## config.mk

```make
export PLATFORM = sky130hd
export DESIGN_NAME = router_port
export DESIGN_NICKNAME = d
export VERILOG_FILES = /design/src/rtl/router_port.sv
export SDC_FILE = /design/constraint.sdc
export NUM_CORES = 1
export LEC_CHECK = 0
export ABC_AREA = 0
export BUFFER_PORTS_ARGS = -buffer_cell sky130_fd_sc_hd__buf_2
export CORE_MARGIN = 10
export CORE_UTILIZATION = 42
export DETAILED_ROUTE_END_ITERATION = 10
export GPL_TIMING_DRIVEN = 0
export PLACE_DENSITY = 0.69
export SYNTH_ARGS = -nofsm -noshare
export SYNTH_HDL_FRONTEND = slang
export SYNTH_SLANG_ARGS = --single-unit
```

## constraint.sdc

```tcl
create_clock -name clock -period 10.45 [get_ports clock]
set_input_delay 1.5675 -clock clock [delete_from_list [all_inputs] [get_ports clock]]
set_output_delay 1.5675 -clock clock [all_outputs]
set_load 0.01 [all_outputs]
```

## src/rtl/router_port.sv

```systemverilog
// Router-side endpoint of the byte-serial node<->router link: RX reassembly + packet buffer, TX serializer.
// Optional protocol-error checking on the RX side is enabled by defining ROUTER_PORT_ERRCHK_EN.
module router_port #(
    parameter int DEPTH = 2
) (
    input  logic        clock,
    input  logic        reset_n,
    input  logic        i_rx_put,
    input  logic [7:0]  i_rx_payload,
    output logic        o_rx_free,
    output logic [31:0] o_rx_pkt,
    output logic        o_rx_valid,
    input  logic        i_rx_ready,
    input  logic [31:0] i_tx_pkt,
    input  logic        i_tx_valid,
    output logic        o_tx_ready,
    input  logic        i_tx_free,
    output logic        o_tx_put,
    output logic [7:0]  o_tx_payload,
    output logic        o_rx_err
);

    localparam int PW = (DEPTH > 1) ? $clog2(DEPTH) : 1;
    localparam int OW = $clog2(DEPTH + 1);
    localparam logic [PW-1:0] LAST_PTR = PW'(DEPTH - 1);
    localparam logic [OW-1:0] FULL_OCC = OW'(DEPTH);

    typedef enum logic [2:0] {
        TX_IDLE,
        TX_WAIT,
        TX_S1,
        TX_S2,
        TX_S3
    } txState_t;

    logic [1:0]    r_rxCount;
    logic [23:0]   r_rxShift;
    logic [31:0]   r_mem [DEPTH];
    logic [PW-1:0] r_wrPtr;
    logic [PW-1:0] r_rdPtr;
    logic [OW-1:0] r_occ;
    logic          r_rxFree;
    logic          r_rxErr;

    txState_t      r_txState;
    logic [31:0]   r_txPkt;
    logic          r_txReady;
    logic          r_txPut;
    logic [7:0]    r_txPayload;

    logic          w_accept;
    logic          w_push;
    logic          w_pop;
    logic          w_drop;
    logic          w_errPulse;
    logic [1:0]    w_countNext;
    logic [OW-1:0] w_occNext;

    // A byte is taken while a packet is in progress even though rx_free is low (slot is reserved).
    always_comb begin
        w_accept = i_rx_put && (r_rxFree || (r_rxCount != 2'd0));
        w_push   = w_accept && (r_rxCount == 2'd3);
        w_pop    = (r_occ != '0) && i_rx_ready;
`ifdef ROUTER_PORT_ERRCHK_EN
        w_drop     = !i_rx_put && (r_rxCount != 2'd0);
        w_errPulse = w_drop || (i_rx_put && !r_rxFree && (r_rxCount == 2'd0));
`else
        w_drop     = 1'b0;
        w_errPulse = 1'b0;
`endif
        w_countNext = r_rxCount;
        if (w_drop) begin
            w_countNext = 2'd0;
        end else if (w_accept) begin
            w_countNext = r_rxCount + 2'd1;
        end
        w_occNext = r_occ + OW'(w_push) - OW'(w_pop);
    end

    always_ff @(posedge clock) begin
        if (!reset_n) begin
            r_rxCount <= 2'd0;
            r_rxShift <= 24'd0;
            r_wrPtr   <= '0;
            r_rdPtr   <= '0;
            r_occ     <= '0;
            r_rxFree  <= 1'b1;
            r_rxErr   <= 1'b0;
        end else begin
            r_rxCount <= w_countNext;
            if (w_accept && !w_push) begin
                r_rxShift <= {r_rxShift[15:0], i_rx_payload};
            end
            if (w_push) begin
                r_wrPtr <= (r_wrPtr == LAST_PTR) ? '0 : r_wrPtr + 1'b1;
            end
            if (w_pop) begin
                r_rdPtr <= (r_rdPtr == LAST_PTR) ? '0 : r_rdPtr + 1'b1;
            end
            r_occ    <= w_occNext;
            r_rxFree <= (w_countNext == 2'd0) && (w_occNext != FULL_OCC);
            r_rxErr  <= w_errPulse;
        end
    end

    always_ff @(posedge clock) begin
        if (w_push) begin
            r_mem[r_wrPtr] <= {r_rxShift, i_rx_payload};
        end
    end

    // Once the first byte leaves, the remaining three follow on consecutive cycles without stalling.
    always_ff @(posedge clock) begin
        if (!reset_n) begin
            r_txState   <= TX_IDLE;
            r_txPkt     <= 32'd0;
            r_txReady   <= 1'b1;
            r_txPut     <= 1'b0;
            r_txPayload <= 8'd0;
        end else begin
            case (r_txState)
                TX_IDLE: begin
                    r_txPut <= 1'b0;
                    if (i_tx_valid) begin
                        r_txPkt   <= i_tx_pkt;
                        r_txReady <= 1'b0;
                        r_txState <= TX_WAIT;
                    end
                end
                TX_WAIT: begin
                    if (i_tx_free) begin
                        r_txPut     <= 1'b1;
                        r_txPayload <= r_txPkt[31:24];
                        r_txState   <= TX_S1;
                    end else begin
                        r_txPut <= 1'b0;
                    end
                end
                TX_S1: begin
                    r_txPut     <= 1'b1;
                    r_txPayload <= r_txPkt[23:16];
                    r_txState   <= TX_S2;
                end
                TX_S2: begin
                    r_txPut     <= 1'b1;
                    r_txPayload <= r_txPkt[15:8];
                    r_txState   <= TX_S3;
                end
                TX_S3: begin
                    r_txPut     <= 1'b1;
                    r_txPayload <= r_txPkt[7:0];
                    r_txReady   <= 1'b1;
                    r_txState   <= TX_IDLE;
                end
                default: begin
                    r_txPut   <= 1'b0;
                    r_txReady <= 1'b1;
                    r_txState <= TX_IDLE;
                end
            endcase
        end
    end

    assign o_rx_free    = r_rxFree;
    assign o_rx_pkt     = r_mem[r_rdPtr];
    assign o_rx_valid   = (r_occ != '0);
    assign o_rx_err     = r_rxErr;
    assign o_tx_ready   = r_txReady;
    assign o_tx_put     = r_txPut;
    assign o_tx_payload = r_txPayload;

endmodule

```

==> results.md <==
- Mapped Area: roughly 5500 sq um
- Number of global-route vias before repair: 4,098
- TritonRoute pass-1 iters: 4
- Post-synthesis sequential area ratio: 62.7%
- DRC: 0
- Startpoint Class: flip-flop
- Post-synthesis cell count: approximately 480
- CTS Buf Count: 17
- Diodes inserted: 0
- Syn Nets: 524
- Pwr dens: 191 nW/um^2
- Max IR drop VDD: 0.0953 mV
- Place WS: 7210 ps
- Tot GR Track Use: between 10% and 20%
- Max-slew headroom at the worst pin: 47.0%
- Final setup violation count: 0
- Starting Density: around 43%
- Layout Cells excl Fill: 770
- Final hold viol count: 0
- Leakage: 2.56 nW
- Synth Register Bits: 141
- Die Ht: 135 um
- Num rows: about 40
- CP Capture Type: primary output
- Hold-fix buffers at CTS: 0
- Post_cts resized: 0
- Layout cells sized above 1: 30.1%
- CTS Buffer Depth: 2
- Final net count: 634
- Placed insts: 738
- RSZ-0062 raised after global routing: no
- H-Tree Level Count: 4
- # IOs: a little over 90
- Fillers: 1,122
- Register area: approximately 3500 sq um
- Crit path max fanout: 10
- Hold_sp: r_txPkt[20]$_SDFFE_PN0P_
- Final GP Congestion: 0.880
- Tcrit/Tclk final: about a third
- Post-synth EDFFs: 64
- Clk Latency, worst-skew pair: 420 ps
- Main synth FF type: dfxtp_1
- Data arrival, critical path: around 2100 ps
- FF-to-FF setup slack: 8230 ps
- Leading cell types in the layout, fill and taps excluded: nand2_1 (121), buf_2 (97), dfxtp_1 (77), edfxtp_1 (64), a21boi_1 (40)
- Worst-case reg-to-reg path depth: 5
- Minimum clock period: between 3000 and 4000 ps
- Critical path class: reg2out
- Vias/cell: 4.87
- Area grow syn2layout: 22.6%
- Final Max Slew Viols: 0
- Multi-input gate area: 1890 sq um
- Initial drt markers: 258
- Worst Skew: approximately 5.6 ps
- Final TNS setup: 0 ps
- Worst-Margin Slew: 795 ps
- Clock slew at reported path FFs: 60 ps
- Clock Sinks: ~140
- Die area: 18,100 sq um
- Detailed placer's ending HPWL: 8960 um
- Netlist cell types: 45
- Root Driver: clkbuf_16
- Post-CTS Setup Repair Bufs: 0
- Grt total ovfl: 0
- Largest net degree at the start of global routing: 33
- Worst min-delay path category: reg2reg
- Antenna violations before repair: 0
- FMAX: 274 MHz
- WL per Instance: 16.0 um
- Port bufs: 88
- DRT antenna net count: 0
- CP endpoint: o_rx_pkt[22]
- Mean Syn Cell Area: 11.6 sq um
- Commonest non-fill, non-tap cell in the layout: nand2_1
- Ys async rst share: 0%
- R2R Path End: r_mem[1][21]$_DFFE_PP_
- Final wirelength: between 10,000 and 15,000 um
- Worst r2r src: r_rxCount[0]$_SDFF_PN0_
- Max-cap viol count: 0
- Worst EP required: 8880 ps
- Synth warn: 0
- Setup ws final: 6800 ps
- Routed via count: 3,751
- Hold Worst Slack: 455 ps
- First-pass GRT wire length: 20,400 um
- CTS tree: done
- Core Area: 12,800 sq um
- Horiz. Die Dim: 135 um
- Status: finished, final reports clean
==> routing by layer <==
layer	part of all wire, %	vias up	track usage (%)
met3	6.9	14	5.68
li1	-	1872	-
met5	0	-	0
met1	44	1758	16.2
met4	1.4	0	6.11
met2	47	107	23.4
==> report_power, final <==
part / total, W / internal, W / switching (W)
Combinational: 0.000126 / 0.0000537 / 0.0000727
Clock: 0.000553 / 0.000336 / 0.000216
Sequential: 0.000616 / 0.000600 / 0.0000159
==> worst min path at each step <==
stage,endpoint,slack (ps),cells after the start
floorplan,r_mem[0][24]$_DFFE_PP_,430,0
global placement,r_mem[0][30]$_DFFE_PP_,430,0
detailed placement,r_mem[1][25]$_DFFE_PP_,450,0
CTS,r_txPkt[20]$_SDFFE_PN0P_,460,2
global route,r_txPkt[17]$_SDFFE_PN0P_,480,2
finish,r_txPkt[20]$_SDFFE_PN0P_,460,2
==> registers in the layout, summed over array words and instances (netlist names), named ones only <==
| register | flops |
|---|---|
| r_rxCount | 2 |
| r_rxShift | 24 |
| r_rdPtr | 1 |
| o_tx_payload | 8 |
| o_rx_free | 1 |
| r_wrPtr | 1 |
| o_tx_put | 1 |
| r_txState | 3 |
| r_mem | 64 |
| r_txPkt | 32 |
| r_occ | 2 |
| o_tx_ready | 1 |
==> logic make-up after synthesis <==
group / Yosys count / share of synthesized area (%)
other: 1 / 0.0679
DFF: 141 / 62.7
buffers and inverters: 34 / 3.19
and+or+nand+nor: 164 / 12.9
muxes: 42 / 8.41
xor gates and xnor gates: 3 / 0.476
adders and majority gates: 3 / 0.680
AOI/OAI and AO/OA: 87 / 11.5
==> Yosys cell counts (4+ instances only) <==
cell type,count,area [sq um]
a21boi_1,40,300
a21oi_1,6,30.0
nor3_1,4,20.0
nor2_1,10,37.5
a21boi_0,17,128
edfxtp_1,64,1920
mux2i_1,7,70.1
nand2_1,121,454
dfxtp_1,77,1540
o21ai_0,7,35.0
buf_2,9,45.0
a221oi_1,6,52.6
buf_6,4,45.0
and2_1,7,43.8
clkbuf_1,13,48.8
mux2_2,35,394
==> per-stage QoR <==
stage,util [%],cell area (sq um),power [W]
6_report,53.0,6770,0.00129
5_1_grt,53.0,6770,0.00135
4_1_cts,53.0,6770,0.00131
3_5_place_dp,48.7,6220,0.000754
3_3_place_gp,48.4,6180,0.000749
2_1_floorplan,-,5520,0.000706
==> cell type report <==
cell class	instances	share of cell area, %
clock inverters	12	1.42
repair buffers	91	7.00
inverters	3	0.166
flip-flops and latches	141	51.2
clock buffers	20	6.75
well taps	172	3.18
plain buffers	31	2.44
multi-input cells	300	27.9
==> worst max-delay path, cell delays in order (launching register included) <==
cell and delay, ps:
dfxtp_1 300, clkbuf_1 260, buf_1 530, mux2_2 430
buf_2 150
Note: power is estimated with default switching activity, not from simulation.
